$ cat config.mk
export PLATFORM = sky130hd
export DESIGN_NAME = rt_responder
export DESIGN_NICKNAME = d
export VERILOG_FILES = /design/src/rtl/rt_responder.sv
export SDC_FILE = /design/constraint.sdc
export NUM_CORES = 1
export LEC_CHECK = 0
export ABC_AREA = 1
export CAP_MARGIN = 20
export CORE_MARGIN = 2
export CORE_UTILIZATION = 33
export DETAILED_ROUTE_END_ITERATION = 8
export DONT_BUFFER_PORTS = 1
export GPL_ROUTABILITY_DRIVEN = 0
export HOLD_SLACK_MARGIN = 0.15
export SYNTH_ARGS = -nofsm -noshare
export SYNTH_HDL_FRONTEND = slang
export SYNTH_SLANG_ARGS = --single-unit
$ cat constraint.sdc
create_clock -name clk_out -period 3.4 [get_ports clk_out]
set_input_delay 0.34 -clock clk_out [delete_from_list [all_inputs] [get_ports clk_out]]
set_output_delay 0.34 -clock clk_out [all_outputs]
set_load 0.02 [all_outputs]
$ cat src/rtl/rt_responder.sv
// MIL-STD-1553 style remote terminal responder: command decode, receive/transmit data, status reply.
// Optional broadcast reception is enabled by defining RT_BROADCAST_EN.
module rt_responder #(
    parameter int RESP_GAP     = 16,
    parameter int WORD_TIMEOUT = 64
) (
    input  logic        clk_out,
    input  logic        reset_slow,
    input  logic [4:0]  rt_addr,
    input  logic [15:0] rx_dword,
    input  logic        rx_dval,
    input  logic        rx_csw,
    input  logic        rx_dw,
    input  logic        rx_perr,
    input  logic        tx_busy,
    output logic [15:0] tx_dword,
    output logic        tx_csw,
    output logic        tx_dw,
    output logic [9:0]  buf_addr,
    output logic        buf_we,
    output logic [15:0] buf_wdata,
    input  logic [15:0] buf_rdata,
    output logic        msg_done,
    output logic        msg_err
);

    localparam int MAXP = (RESP_GAP > WORD_TIMEOUT) ? RESP_GAP : WORD_TIMEOUT;
    localparam int CW   = $clog2(MAXP + 1);

    typedef enum logic [2:0] {IDLE, RX_DATA, GAP, TX_STAT, TX_DATA, WAIT_TX} state_t;

    state_t        state, state_nxt;
    logic          cmd_tr, cmd_tr_nxt;
    logic [4:0]    cmd_sa, cmd_sa_nxt;
    logic [4:0]    cmd_cnt, cmd_cnt_nxt;
    logic [4:0]    word_idx, word_idx_nxt;
    logic [CW-1:0] cyc_cnt, cyc_cnt_nxt;
    logic [1:0]    tx_phase, tx_phase_nxt;
    logic          busy_seen, busy_seen_nxt;
    logic          data_inflight, data_inflight_nxt;
    logic          bcast_msg, bcast_msg_nxt;
    logic          bcast_flag, bcast_flag_nxt;
    logic [15:0]   tx_hold, tx_hold_nxt;
    logic [15:0]   tx_dword_nxt;
    logic          tx_csw_nxt, tx_dw_nxt;
    logic [9:0]    buf_addr_nxt;
    logic          buf_we_nxt;
    logic [15:0]   buf_wdata_nxt;
    logic          msg_done_nxt, msg_err_nxt;

    logic own_match, bcast_match, cmd_ok, cmd_mode, cur_mode, last_word;

    assign own_match = (rx_dword[15:11] == rt_addr);
`ifdef RT_BROADCAST_EN
    assign bcast_match = (rx_dword[15:11] == 5'd31) && !own_match && !rx_dword[10];
`else
    assign bcast_match = 1'b0;
`endif
    assign cmd_ok    = rx_dval && rx_csw && !rx_perr && (own_match || bcast_match);
    assign cmd_mode  = (rx_dword[9:5] == 5'd0) || (rx_dword[9:5] == 5'd31);
    assign cur_mode  = (cmd_sa == 5'd0) || (cmd_sa == 5'd31);
    // A word count of 0 encodes 32, so the 5-bit subtraction wraps to 31 as intended.
    assign last_word = (word_idx == (cmd_cnt - 5'd1));

    always_ff @(posedge clk_out or posedge reset_slow) begin
        if (reset_slow) begin
            state         <= IDLE;
            cmd_tr        <= 1'b0;
            cmd_sa        <= '0;
            cmd_cnt       <= '0;
            word_idx      <= '0;
            cyc_cnt       <= '0;
            tx_phase      <= '0;
            busy_seen     <= 1'b0;
            data_inflight <= 1'b0;
            bcast_msg     <= 1'b0;
            bcast_flag    <= 1'b0;
            tx_hold       <= '0;
            tx_dword      <= '0;
            tx_csw        <= 1'b0;
            tx_dw         <= 1'b0;
            buf_addr      <= '0;
            buf_we        <= 1'b0;
            buf_wdata     <= '0;
            msg_done      <= 1'b0;
            msg_err       <= 1'b0;
        end else begin
            state         <= state_nxt;
            cmd_tr        <= cmd_tr_nxt;
            cmd_sa        <= cmd_sa_nxt;
            cmd_cnt       <= cmd_cnt_nxt;
            word_idx      <= word_idx_nxt;
            cyc_cnt       <= cyc_cnt_nxt;
            tx_phase      <= tx_phase_nxt;
            busy_seen     <= busy_seen_nxt;
            data_inflight <= data_inflight_nxt;
            bcast_msg     <= bcast_msg_nxt;
            bcast_flag    <= bcast_flag_nxt;
            tx_hold       <= tx_hold_nxt;
            tx_dword      <= tx_dword_nxt;
            tx_csw        <= tx_csw_nxt;
            tx_dw         <= tx_dw_nxt;
            buf_addr      <= buf_addr_nxt;
            buf_we        <= buf_we_nxt;
            buf_wdata     <= buf_wdata_nxt;
            msg_done      <= msg_done_nxt;
            msg_err       <= msg_err_nxt;
        end
    end

    always_comb begin
        state_nxt         = state;
        cmd_tr_nxt        = cmd_tr;
        cmd_sa_nxt        = cmd_sa;
        cmd_cnt_nxt       = cmd_cnt;
        word_idx_nxt      = word_idx;
        cyc_cnt_nxt       = cyc_cnt;
        tx_phase_nxt      = tx_phase;
        busy_seen_nxt     = busy_seen;
        data_inflight_nxt = data_inflight;
        bcast_msg_nxt     = bcast_msg;
        bcast_flag_nxt    = bcast_flag;
        tx_hold_nxt       = tx_hold;
        tx_dword_nxt      = tx_dword;
        tx_csw_nxt        = 1'b0;
        tx_dw_nxt         = 1'b0;
        buf_addr_nxt      = buf_addr;
        buf_we_nxt        = 1'b0;
        buf_wdata_nxt     = buf_wdata;
        msg_done_nxt      = 1'b0;
        msg_err_nxt       = msg_err;

        // A valid command is accepted in every state; outside IDLE it supersedes the current message.
        if (cmd_ok) begin
            cmd_tr_nxt        = rx_dword[10];
            cmd_sa_nxt        = rx_dword[9:5];
            cmd_cnt_nxt       = rx_dword[4:0];
            word_idx_nxt      = '0;
            cyc_cnt_nxt       = '0;
            tx_phase_nxt      = '0;
            busy_seen_nxt     = 1'b0;
            data_inflight_nxt = 1'b0;
            msg_err_nxt       = 1'b0;
            bcast_msg_nxt     = bcast_match;
            if (bcast_match && cmd_mode) begin
                bcast_flag_nxt = 1'b1;
                msg_done_nxt   = 1'b1;
                state_nxt      = IDLE;
            end else if (!rx_dword[10] && !cmd_mode) begin
                state_nxt = RX_DATA;
            end else begin
                state_nxt = GAP;
            end
        end else begin
            case (state)
                IDLE: begin
                end
                RX_DATA: begin
                    if (rx_dval && rx_dw && !rx_perr) begin
                        buf_we_nxt    = 1'b1;
                        buf_addr_nxt  = {cmd_sa, word_idx};
                        buf_wdata_nxt = rx_dword;
                        word_idx_nxt  = word_idx + 5'd1;
                        cyc_cnt_nxt   = '0;
                        if (last_word) begin
                            if (bcast_msg) begin
                                bcast_flag_nxt = 1'b1;
                                msg_done_nxt   = 1'b1;
                                state_nxt      = IDLE;
                            end else begin
                                state_nxt = GAP;
                            end
                        end
                    end else if ((rx_dval && (rx_perr || rx_csw)) ||
                                 (cyc_cnt == CW'(WORD_TIMEOUT))) begin
                        msg_err_nxt  = 1'b1;
                        msg_done_nxt = 1'b1;
                        state_nxt    = IDLE;
                    end else begin
                        cyc_cnt_nxt = cyc_cnt + CW'(1);
                    end
                end
                GAP: begin
                    if (cyc_cnt == CW'(RESP_GAP - 1)) begin
                        cyc_cnt_nxt = '0;
                        state_nxt   = TX_STAT;
                    end else begin
                        cyc_cnt_nxt = cyc_cnt + CW'(1);
                    end
                end
                TX_STAT: begin
                    if (!tx_busy) begin
                        tx_dword_nxt      = {rt_addr, msg_err, 5'b0, bcast_flag, 4'b0};
                        tx_csw_nxt        = 1'b1;
                        bcast_flag_nxt    = 1'b0;
                        busy_seen_nxt     = 1'b0;
                        data_inflight_nxt = 1'b0;
                        state_nxt         = WAIT_TX;
                    end
                end
                TX_DATA: begin
                    // Phases: present address, let the buffer respond, capture, then send.
                    case (tx_phase)
                        2'd0: begin
                            buf_addr_nxt = {cmd_sa, word_idx};
                            tx_phase_nxt = 2'd1;
                        end
                        2'd1: tx_phase_nxt = 2'd2;
                        2'd2: begin
                            tx_hold_nxt  = buf_rdata;
                            tx_phase_nxt = 2'd3;
                        end
                        default: begin
                            if (!tx_busy) begin
                                tx_dword_nxt      = tx_hold;
                                tx_dw_nxt         = 1'b1;
                                busy_seen_nxt     = 1'b0;
                                data_inflight_nxt = 1'b1;
                                state_nxt         = WAIT_TX;
                            end
                        end
                    endcase
                end
                WAIT_TX: begin
                    if (!busy_seen) begin
                        if (tx_busy) begin
                            busy_seen_nxt = 1'b1;
                        end
                    end else if (!tx_busy) begin
                        busy_seen_nxt = 1'b0;
                        if (data_inflight && !last_word) begin
                            word_idx_nxt = word_idx + 5'd1;
                            tx_phase_nxt = 2'd0;
                            state_nxt    = TX_DATA;
                        end else if (!data_inflight && cmd_tr && !cur_mode) begin
                            word_idx_nxt = '0;
                            tx_phase_nxt = 2'd0;
                            state_nxt    = TX_DATA;
                        end else begin
                            msg_done_nxt = 1'b1;
                            state_nxt    = IDLE;
                        end
                    end
                end
                default: state_nxt = IDLE;
            endcase
        end
    end

endmodule

==> results by group, run 1 <==
STA
  • Setup TNS: 0 ns
  • Final Hold Viols: 0
  • Final setup fails: 0
  • Relative slew slack: between 30% and 40%
  • Post-layout min period: 2.12 ns
  • Slew Limit Fails: 0
  • RSZ-0062 raised after global routing: false
  • Clk_skew: roughly 0.0086 ns
  • Final period utilization: just over 60%
  • WHS: between 0.15 and 0.2 ns
  • Least-Margin Pin Slew: 0.935 ns
  • Fmax: roughly 470 MHz

Global route
  • Vias in the first global route: 3,682
  • Antenna violations before repair: 0
  • Grt ovf: 0
  • First-pass GRT wire length: 17,600 um
  • GR Util All Layers: 15.0%
  • Largest net degree at the start of global routing: 39

Worst setup path
  • Critical path cell sequence: inv_2 -> nand3_2 -> o2111ai_2 -> nand2_1 -> o21ai_0
  • Element type at the critical path end: flop
  • Slowest CP cell: o2111ai_2
  • Reg-to-reg startpoint: state[1]
  • Crit Path Class: flop to flop
  • CP max FO: 22
  • CP Data Required Time: roughly 3.6 ns
  • Critical path's largest stage delay: 0.87 ns
  • Setup crit start kind: flop
  • Worst path arrival time: approximately 2.4 ns
  • CP startpoint: state[1]

Power
  • IR drop worst, VDD: around 0.4 mV
  • Leak pwr: 2.79 nW
  • Power density over the cells: 806 nW/um^2

Drt
  • Wire length on met3: 869 um
  • Overall routed net length: between 10,000 and 15,000 um
  • Vias per cell: 4.75
  • 1st-pass router iterations: 5
  • DRT antenna net count: 0
  • Top sig layer: met4
  • Vias: 3,627
  • Wire length per cell: about 14 um
  • Wl on met1: approximately 4700 um
  • Metal2 WL: ~4800 um
  • DRC Markers: 0
  • 1st-iter DRT viols: about 180

Synth
  • Main synth FF type: dfrtp_1
  • Synth top area share: 49.9%
  • Async SR Flop Fraction: 100%
  • Top cells by area, synth: dfrtp_1 (50%), nand2_1 (13%), inv_1 (5.9%)
  • Mean Syn Cell Area: 8.23 um^2
  • Register area share after synthesis: 49.9%
  • Post-Syn Area: 4660 um^2
  • Synth warnings: 0
  • Cells after Synth: 566
  • FF+latch count, synth: 93
  • Cell taking the most area after synthesis: dfrtp_1
  • Post-Syn Nets: 618
  • Library cells used by synthesis: 34
  • EDFF count, synth: 0

Layout
  • Layout cell share with drive strength beyond 1: between 10% and 20%
  • Fin area: 5300 um^2
  • Sequential cell area: 2330 um^2
  • Layout area overhead: 13.7%
  • Most frequent cells in the layout: nand2_1 (158), dfrtp_1 (93), inv_1 (72), o21ai_0 (54), nor2_1 (40)
  • FILL cells: 1,386
  • Final design utilization: 38.3%
  • Area of the multi-input gates: 1930 um^2
  • Commonest non-fill, non-tap cell in the layout: nand2_1
  • Final net count: 631
  • N_diodes: 0

Min path
  • Hold Path Class: input pin to flop
  • Hold Crit Start: rx_dword[15]

CTS
  • H-tree level count: 3
  • TritonCTS clock tree: done
  • Cts hold-fix bufs: 13
  • CTS Buffer Depth: 2
  • CTS resizes: 0
  • Worst skew pair latency: 0.34 ns
  • Clk slew on worst S/H paths: 0.07 ns
  • Clk sinks: a little over 90
  • Root buffer cell: clkbuf_16
  • Setup Buffers After CTS: 0
  • Num CTS Buffers: 9

Floorplan
  • Core ar.: 13,800 um^2
  • Die ar.: 15,100 um^2
  • Chip width: between 100 and 150 um
  • Initial Utilization: 33.7%
  • Die Y: roughly 120 um
  • Top Ports: between 90 and 100
  • Std cell rows: 43

Placed design
  • DP HPWL: 7930 um
  • Buffers on Ports: 0
  • DP Area: 4830 um^2

Job
  • Max_cap viols: 0

Run status
  • Status: finished, final reports clean
-- kinds of logic (layout without fill, tap and decap cells) --
logic type / after synthesis / after routing / share of synthesized area [%]
adders and majority gates: 8 / 8 / 2.15
buffers and inverters: 101 / 119 / 8.83
and+or+nand+nor: 256 / 256 / 24.3
xor gates and xnor gates: 3 / 3 / 0.564
DFF: 93 / 93 / 49.9
muxes: 10 / 10 / 3.06
AOI/OAI and AO/OA: 95 / 95 / 11.1
-- sequential cells by signal, summed over array words and instances, names as in the netlist, 3 cells and up --
name / count
cmd_cnt: 5
tx_dword: 16
buf_addr: 10
cmd_sa: 5
cyc_cnt: 7
state: 3
word_idx: 5
tx_hold: 16
buf_wdata: 16
-- cell type report --
type                            count  area share, %
Clock inverter                      5           1.56
Tap cell                          180           4.25
Inverter                           86           6.12
Timing Repair Buffer               17           3.02
Multi-Input combinational cell    372           36.4
Clock buffer                       11           4.77
Sequential cell                    93           43.9
-- cell usage after synthesis (4+ instances only) --
library cell,instances
o21ai_1,14
dfrtp_1,93
buf_2,8
nor2_1,40
nor3_1,4
a22o_1,4
mux2_4,8
ha_1,8
nand2_1,158
inv_1,73
nand3_1,25
inv_2,13
nand3_2,6
nand2_2,8
clkbuf_1,4
o21ai_0,54
a21oi_1,15
nand4_1,4
-- stage by stage --
step | cells | power (mW) | setup WS (ns)
2_1_floorplan | 566 | 2.86 | 0.640
5_1_grt | 764 | 4.60 | 1.07
3_5_place_dp | 735 | 3.16 | 1.16
6_report | 764 | 4.27 | 1.28
3_3_place_gp | 735 | 3.11 | 1.26
4_1_cts | 764 | 4.30 | 1.28
-- path summary, 6_finish.rpt --
kind                            endpoint  slack (ns)  depth (start not counted)
min in group asynchronous    tx_hold[12]        0.44                          2
max reg2reg                 tx_dword[14]        1.28                          5
max                         tx_dword[14]        1.28                          5
min reg2reg                    cmd_sa[4]        0.50                          2
max in group asynchronous    buf_addr[0]        2.14                          3
min                        buf_wdata[15]        0.16                          2
-- worst max-delay path, delay by kind of cell, from the launching register on --
kind / cells / cell delay, ns
AOI/OAI and AO/OA: 2 / 1.00
and+or+nand+nor: 2 / 0.46
buffers and inverters: 1 / 0.10
DFF: 1 / 0.45
-- power breakdown --
group	switching [mW]	total (mW)	internal (mW)
Combinational	0.692	1.15	0.457
Clock	0.428	1.11	0.686
Sequential	0.542	2.01	1.46
Total	1.66	4.27	2.61
-- per-layer routing --
| layer | track usage [%] | vias up |
|---|---|---|
| met3 | 5.39 | 11 |
| met1 | 18.3 | 1702 |
| met5 | 0 | - |
| met4 | 4.96 | 0 |
| li1 | - | 1817 |
| met2 | 24.5 | 97 |
Note: power is estimated with default switching activity, not from simulation.
==> run 2: changes to the inputs <==
==> constraint.sdc (replaced) <==
create_clock -name clk_out -period 2.1 [get_ports clk_out]
set_input_delay 0.21 -clock clk_out [delete_from_list [all_inputs] [get_ports clk_out]]
set_output_delay 0.21 -clock clk_out [all_outputs]
set_load 0.02 [all_outputs]
==> run 2 against run 1 <==
Critical path depth grew 7; combinational power grew 64%; final area grew 5.6%; cell count grew 3.5%; clock skew is essentially flat; critical path type is now input pin to flop.
==> results by group, run 2 (same netlist as run 1, synthesis figures left out) <==
Placed design
  • Buffers on Ports: 0 (unchanged)
  • Pre-CTS setup slack: 0.167 ns (was 1.16 ns)
  • DP Area: 4880 um^2 (was 4830 um^2)
  • DP HPWL: 7630 um (was 7930 um)
  • Placed Instances: 739 (was 735)

CTS
  • Setup Buffers After CTS: 0 (unchanged)
  • Root buffer cell: clkbuf_16 (unchanged)
  • Num CTS Buffers: 9 (unchanged)
  • TritonCTS clock tree: done (unchanged)
  • CTS Buffer Depth: 2 (unchanged)
  • H-tree level count: 3 (unchanged)
  • Worst skew pair latency: 0.34 ns (about the same)
  • Clk sinks: 93 (unchanged)
  • Clk slew on worst S/H paths: 0.07 ns (about the same)

Worst setup path
  • CP max FO: 15 (was 22)
  • Worst path arrival time: 2.13 ns (was 2.36 ns)
  • Crit Path Class: input pin to flop (was flop to flop)
  • Element type at the critical path end: flop (unchanged)
  • Setup crit start kind: input pin (was flop)
  • CP Data Required Time: 2.33 ns (was 3.64 ns)

Global route
  • First-pass GRT wire length: 18,300 um (was 17,600 um)
  • GR Util All Layers: 15.5% (was 15.0%)
  • Grt ovf: 0 (unchanged)
  • Vias in the first global route: 3,794 (was 3,682)
  • Largest net degree at the start of global routing: 94 (was 39)
  • Antenna violations before repair: 0 (unchanged)

Power
  • Leak pwr: 2.92 nW (was 2.79 nW)
  • IR drop worst, VDD: 0.555 mV (was 0.401 mV)
  • Power density over the cells: 1260 nW/um^2 (was 806 nW/um^2)
  • Design Power: 7.03 mW (was 4.27 mW)

Drt
  • Wire length per cell: 13.6 um (was 13.8 um)
  • Vias per cell: 4.67 (was 4.75)
  • DRT antenna net count: 0 (unchanged)
  • 1st-pass router iterations: 4 (was 5)
  • DRC Markers: 0 (unchanged)
  • Overall routed net length: 10,800 um (was 10,600 um)
  • 1st-iter DRT viols: 244 (was 178)
  • Vias: 3,693 (was 3,627)

Layout
  • N_diodes: 0 (unchanged)
  • Commonest non-fill, non-tap cell in the layout: nand2_1 (unchanged)
  • Non-filler cells in the finished layout: 791 (was 764)
  • Final design utilization: 40.5% (was 38.3%)
  • Final net count: 658 (was 631)
  • Biggest registers after layout: buf_wdata: 16 flops, tx_dword: 16 flops, tx_hold: 16 flops (unchanged)
  • Layout area overhead: 20.1% (was 13.7%)
  • Layout cell share with drive strength beyond 1: 12.1% (was 11.6%)
  • Most frequent cells in the layout: nand2_1 (156), dfrtp_1 (93), inv_1 (72), o21ai_0 (54), nor2_1 (40) (was nand2_1 (158), dfrtp_1 (93), inv_1 (72), o21ai_0 (54), nor2_1 (40))
  • Fin area: 5600 um^2 (was 5300 um^2)

Floorplan
  • Std cell rows: 43 (unchanged)
  • Die ar.: 15,100 um^2 (unchanged)
  • Die Y: 123 um (unchanged)
  • Initial Utilization: 33.7% (unchanged)
  • Chip width: 123 um (unchanged)
  • Core ar.: 13,800 um^2 (unchanged)
  • Top Ports: 91 (unchanged)

Job
  • Max_cap viols: 0 (unchanged)

STA
  • Final setup fails: 0 (unchanged)
  • Final Hold Viols: 0 (unchanged)
  • WHS: 0.161 ns (was 0.163 ns)
  • Post-layout min period: 1.90 ns
  • RSZ-0062 raised after global routing: false (unchanged)
  • Final period utilization: 90.7%
  • Slew Limit Fails: 0 (unchanged)
  • Slack of the critical path: 0.195 ns (was 1.28 ns)
  • Relative slew slack: 66.2% (was 37.7%)
  • Fmax: 525 MHz
  • Setup TNS: 0 ns (unchanged)
  • Clk_skew: 0.00808 ns (was 0.00858 ns)
  • Least-Margin Pin Slew: 0.507 ns (was 0.935 ns)

Run status
  • Status: finished, final reports clean (unchanged)

Min path
  • Hold Path Class: input pin to flop (unchanged)
==> run 2: cell types whose count changed in the layout (fill, tap and decap cells not counted) <==
| cell | change |
|---|---|
| clkbuf_8 | -2 |
| clkinv_2 | -1 |
| clkinvlp_4 | +1 |
| bufinv_16 | +1 |
| nand2_4 | +1 |
| nand2_1 | -2 |
| clkinv_4 | -1 |
| buf_12 | +1 |
| nand2_2 | +1 |
| inv_6 | +2 |
| buf_4 | +3 |
| dlygate4sd3_1 | +23 |
==> run 2: per-layer routing <==
layer | track usage (%) | share of wire (%) | vias to the layer above
met5 | 0 | 0 | -
met4 | 4.60 | 0.47 | 0
met3 | 5.67 | 8.7 | 2
met2 | 25.3 | 47 | 102
met1 | 19.2 | 44 | 1725
li1 | - | - | 1864
==> run 2: what timing repair did <==
| item | in CTS | in global routing |
|---|---|---|
| gates resized for setup | 0 | 3 |
| setup endpoints to repair | 0 | 9 |
| hold buffers | 36 | 0 |
| hold endpoints to repair | 142 | 0 |
==> run 2: layout make-up <==
class	count	area, um^2
Clock inverter	7	121
Tap cell	180	225
Timing Repair Buffer	44	433
Clock buffer	9	225
Sequential cell	93	2330
Fill cell	1363	8230
Multi-Input combinational cell	372	1940
Inverter	86	327
==> run 2: worst paths after layout <==
kind                              startpoint             to  slack [ns]  cells past startpoint
worst max register to register    cmd_cnt[0]    tx_phase[0]        0.22                     16
worst min register to register     cmd_sa[4]      cmd_sa[4]        0.50                      2
max in group asynchronous         reset_slow     cmd_cnt[2]        1.21                      3
worst max-delay path            rx_dword[14]    word_idx[3]        0.20                     12
min in group asynchronous         reset_slow    tx_hold[13]        0.48                      3
worst min-delay path                 tx_busy  data_inflight        0.16                      3
==> run 2: power by group <==
group          internal, mW  switching (mW)  total (mW)
clock                  1.17           0.704        1.88
combinational         0.782            1.11        1.89
sequential             2.37           0.887        3.26
total                  4.32            2.70        7.03
==> run 2: critical path, cell delays in order <==
cell           delay, ns
dlygate4sd3_1       0.54
inv_1               0.06
nand2_1             0.06
nand2_1             0.06
nor2_2              0.13
nand3_2             0.21
buf_4               0.27
nand3_2             0.13
nand2_1             0.13
nand3b_4            0.21
nand2_1             0.08
nand2_1             0.05
==> run 3: changes to the inputs <==
--- a/config.mk
+++ b/config.mk
@@ -9,6 +9,7 @@
 export CAP_MARGIN = 20
 export CORE_MARGIN = 2
 export CORE_UTILIZATION = 33
+export CTS_CLUSTER_SIZE = 30
 export DETAILED_ROUTE_END_ITERATION = 8
 export DONT_BUFFER_PORTS = 1
 export GPL_ROUTABILITY_DRIVEN = 0
==> results of run 3 <==
Final layout, timing and power as in run 2 (identical DEF).
==> variant: new RTL, settings of run 1 <==
Add a define of `RT_BROADCAST_EN`.
--- a/src/rtl/rt_responder.sv
+++ b/src/rtl/rt_responder.sv
@@ -2,2 +2,4 @@
 // Optional broadcast reception is enabled by defining RT_BROADCAST_EN.
+`define RT_BROADCAST_EN
+
 module rt_responder #(
Function: changed (Yosys sat finds a counterexample within 4 cycles, from zero or initial values and one cycle with reset_slow high).
==> variant against run 1 <==
Worst setup slack worse by 210 ps. Largest cell class unchanged. Sequential cell count is 2 higher. Synthesized cell count is 9.0% higher. Count of clock-buffer cells in the layout is 1 higher. Register-to-register slack worse by 110 ps. Sequential share of layout area is 0.080 points lower. Synthesized area is 3.6% higher. Fmax is 9.2% lower. Combinational power is 38% lower. Routed wire length is 7.1% higher. Final area is 2.3% higher. Power is 17% lower.
==> variant: results (changes against run 1) <==
stage,metric,value,unit,change
synthesis,synth top area cells,"dfrtp_1, nand2_1, o21ai_0, inv_1, nor2_1",,
setup_path,CP arrival,2530,ps,+170 ps
placed_design,placed cell area,0.00500,mm2,+3.5%
placed_design,post-DP HPWL,8.37,mm,+5.5%
setup_path,Worst R2R Start,state[2],,
global_route,largest net degree at the start of global routing,70,,+79%
synthesis,Synth Area in Compound Gates,10.7,%,-0.44 points
synthesis,Mapped Nets,669,,+8.3%
global_route,vias in the first global route,3867,,+5.0%
synthesis,Yosys cell types,35,,+2.9%
synthesis,Adder-Cell Fraction of Synth Area,2.07,%,-0.075 points
synthesis,xor and xnor area share after synthesis,0.726,%,+0.16 points
setup_path,CP max FO,45,,+100%
routing,DR WL/cell,13.8,um,-0.20%
routing,1st-iter DRT viols,415,,+130%
global_route,met1 Usage GRT,19.0,%,+0.70 points
global_route,GR met2 Demand/Resource,23.5,%,-1.0 points
finish,share of cells above drive strength 1,8.02,%,-3.6 points
min_path,hold path startpoint,buf_rdata[13],,
global_route,GRT Resource Usage Total,14.8,%,-0.18 points
routing,vias,4008,,+11%
synthesis,Synth top cells by count,"nand2_1, dfrtp_1, inv_1",,
synthesis,mux share of post-synthesis cell area,1.11,%,-1.9 points
finish,FILL cells,1503,,+8.4%
pwr,Worst VDD drop,0.258,mV,-36%
global_route,first-pass GRT wire length,19.2,mm,+9.2%
synthesis,register area share after synthesis,49.2,%,-0.71 points
run_status,status,finished clean,,
pwr,Pleak,2.81,nW,+0.47%
global_route,grt met3 use,5.56,%,+0.17 points
setup_path,Critical path origin,rx_dword[11],,
## variant: cell count changes after synthesis, sizes merged, moves of 4 or more
cell and change:
a22o -4, nand2 +43, a21oi -4, nor2 +4, nand4 +5, mux2 -7
nand3 -6, o21ai +10
## variant: critical path: stages
cell and delay, ps:
dlygate4sd3_1 550, inv_2 70, nand2_2 40, nand2_2 70, nor2_2 40, nand3_2 80, nand2_4 80, nand2_4 350
nand2_1 580, nand2_1 220, o21ai_1 90
## variant: cell families (layout without fill, tap and decap cells)
| group | after synthesis | count (layout) |
|---|---|---|
| DFF | 95 | 95 |
| AOI/OAI and AO/OA | 97 | 97 |
| muxes | 5 | 5 |
| buffers and inverters | 103 | 122 |
| xor gates and xnor gates | 4 | 4 |
| and+or+nand+nor | 305 | 305 |
| adders and majority gates | 8 | 8 |
## variant: area by class of cell
cell class / instances / area, um2 / share of cell area, %
sequential: 95 / 2380 / 43.8
clock inverter: 4 / 31.3 / 0.577
timing repair buffer: 17 / 163 / 3.00
clock buffer: 12 / 246 / 4.55
multi-input combinational: 419 / 2030 / 37.5
inverter: 89 / 342 / 6.30
tap: 184 / 230 / 4.25
## variant: final timing paths
| kind | endpoint | slack, ps | depth (start not counted) |
|---|---|---|---|
| max | tx_dword[12] | 1070 | 11 |
| min | tx_hold[13] | 160 | 2 |
| max reg2reg | tx_dword[12] | 1170 | 9 |
| min reg2reg | tx_hold[11] | 480 | 2 |
| max in group asynchronous | buf_addr[6] | 2010 | 3 |
| min in group asynchronous | tx_hold[12] | 650 | 2 |
## variant: what timing repair did
item	in CTS	in global routing
buffers inserted	0	0
endpoints found under the hold margin	80	0
hold buffers	14	0
resized for setup	0	0
## variant: power breakdown
| group | leakage [nW] | internal, mW | switching (mW) |
|---|---|---|---|
| Combinational | 1.43 | 0.290 | 0.428 |
| Sequential | 1.25 | 1.41 | 0.477 |
| Clock | 0.125 | 0.517 | 0.412 |
## variant: per-stage QoR
| step | instances | hold WS, ps | utilization, % | setup WS, ps |
|---|---|---|---|---|
| after detailed placement | 790 | 421 | 34.7 | 1200 |
| final | 820 | 158 | 37.6 | 1070 |
| after floorplan | 617 | 406 | - | 583 |
| after global placement | 790 | 421 | 34.7 | 1270 |
| after CTS | 820 | 150 | 37.6 | 1090 |
| after global routing | 820 | 152 | 37.6 | 858 |
## variant: routing by layer
layer	up-vias	part of all wire, %
met5	-	0
met4	0	1.5
met3	16	7.9
met2	166	46
met1	1862	45
li1	1964	-
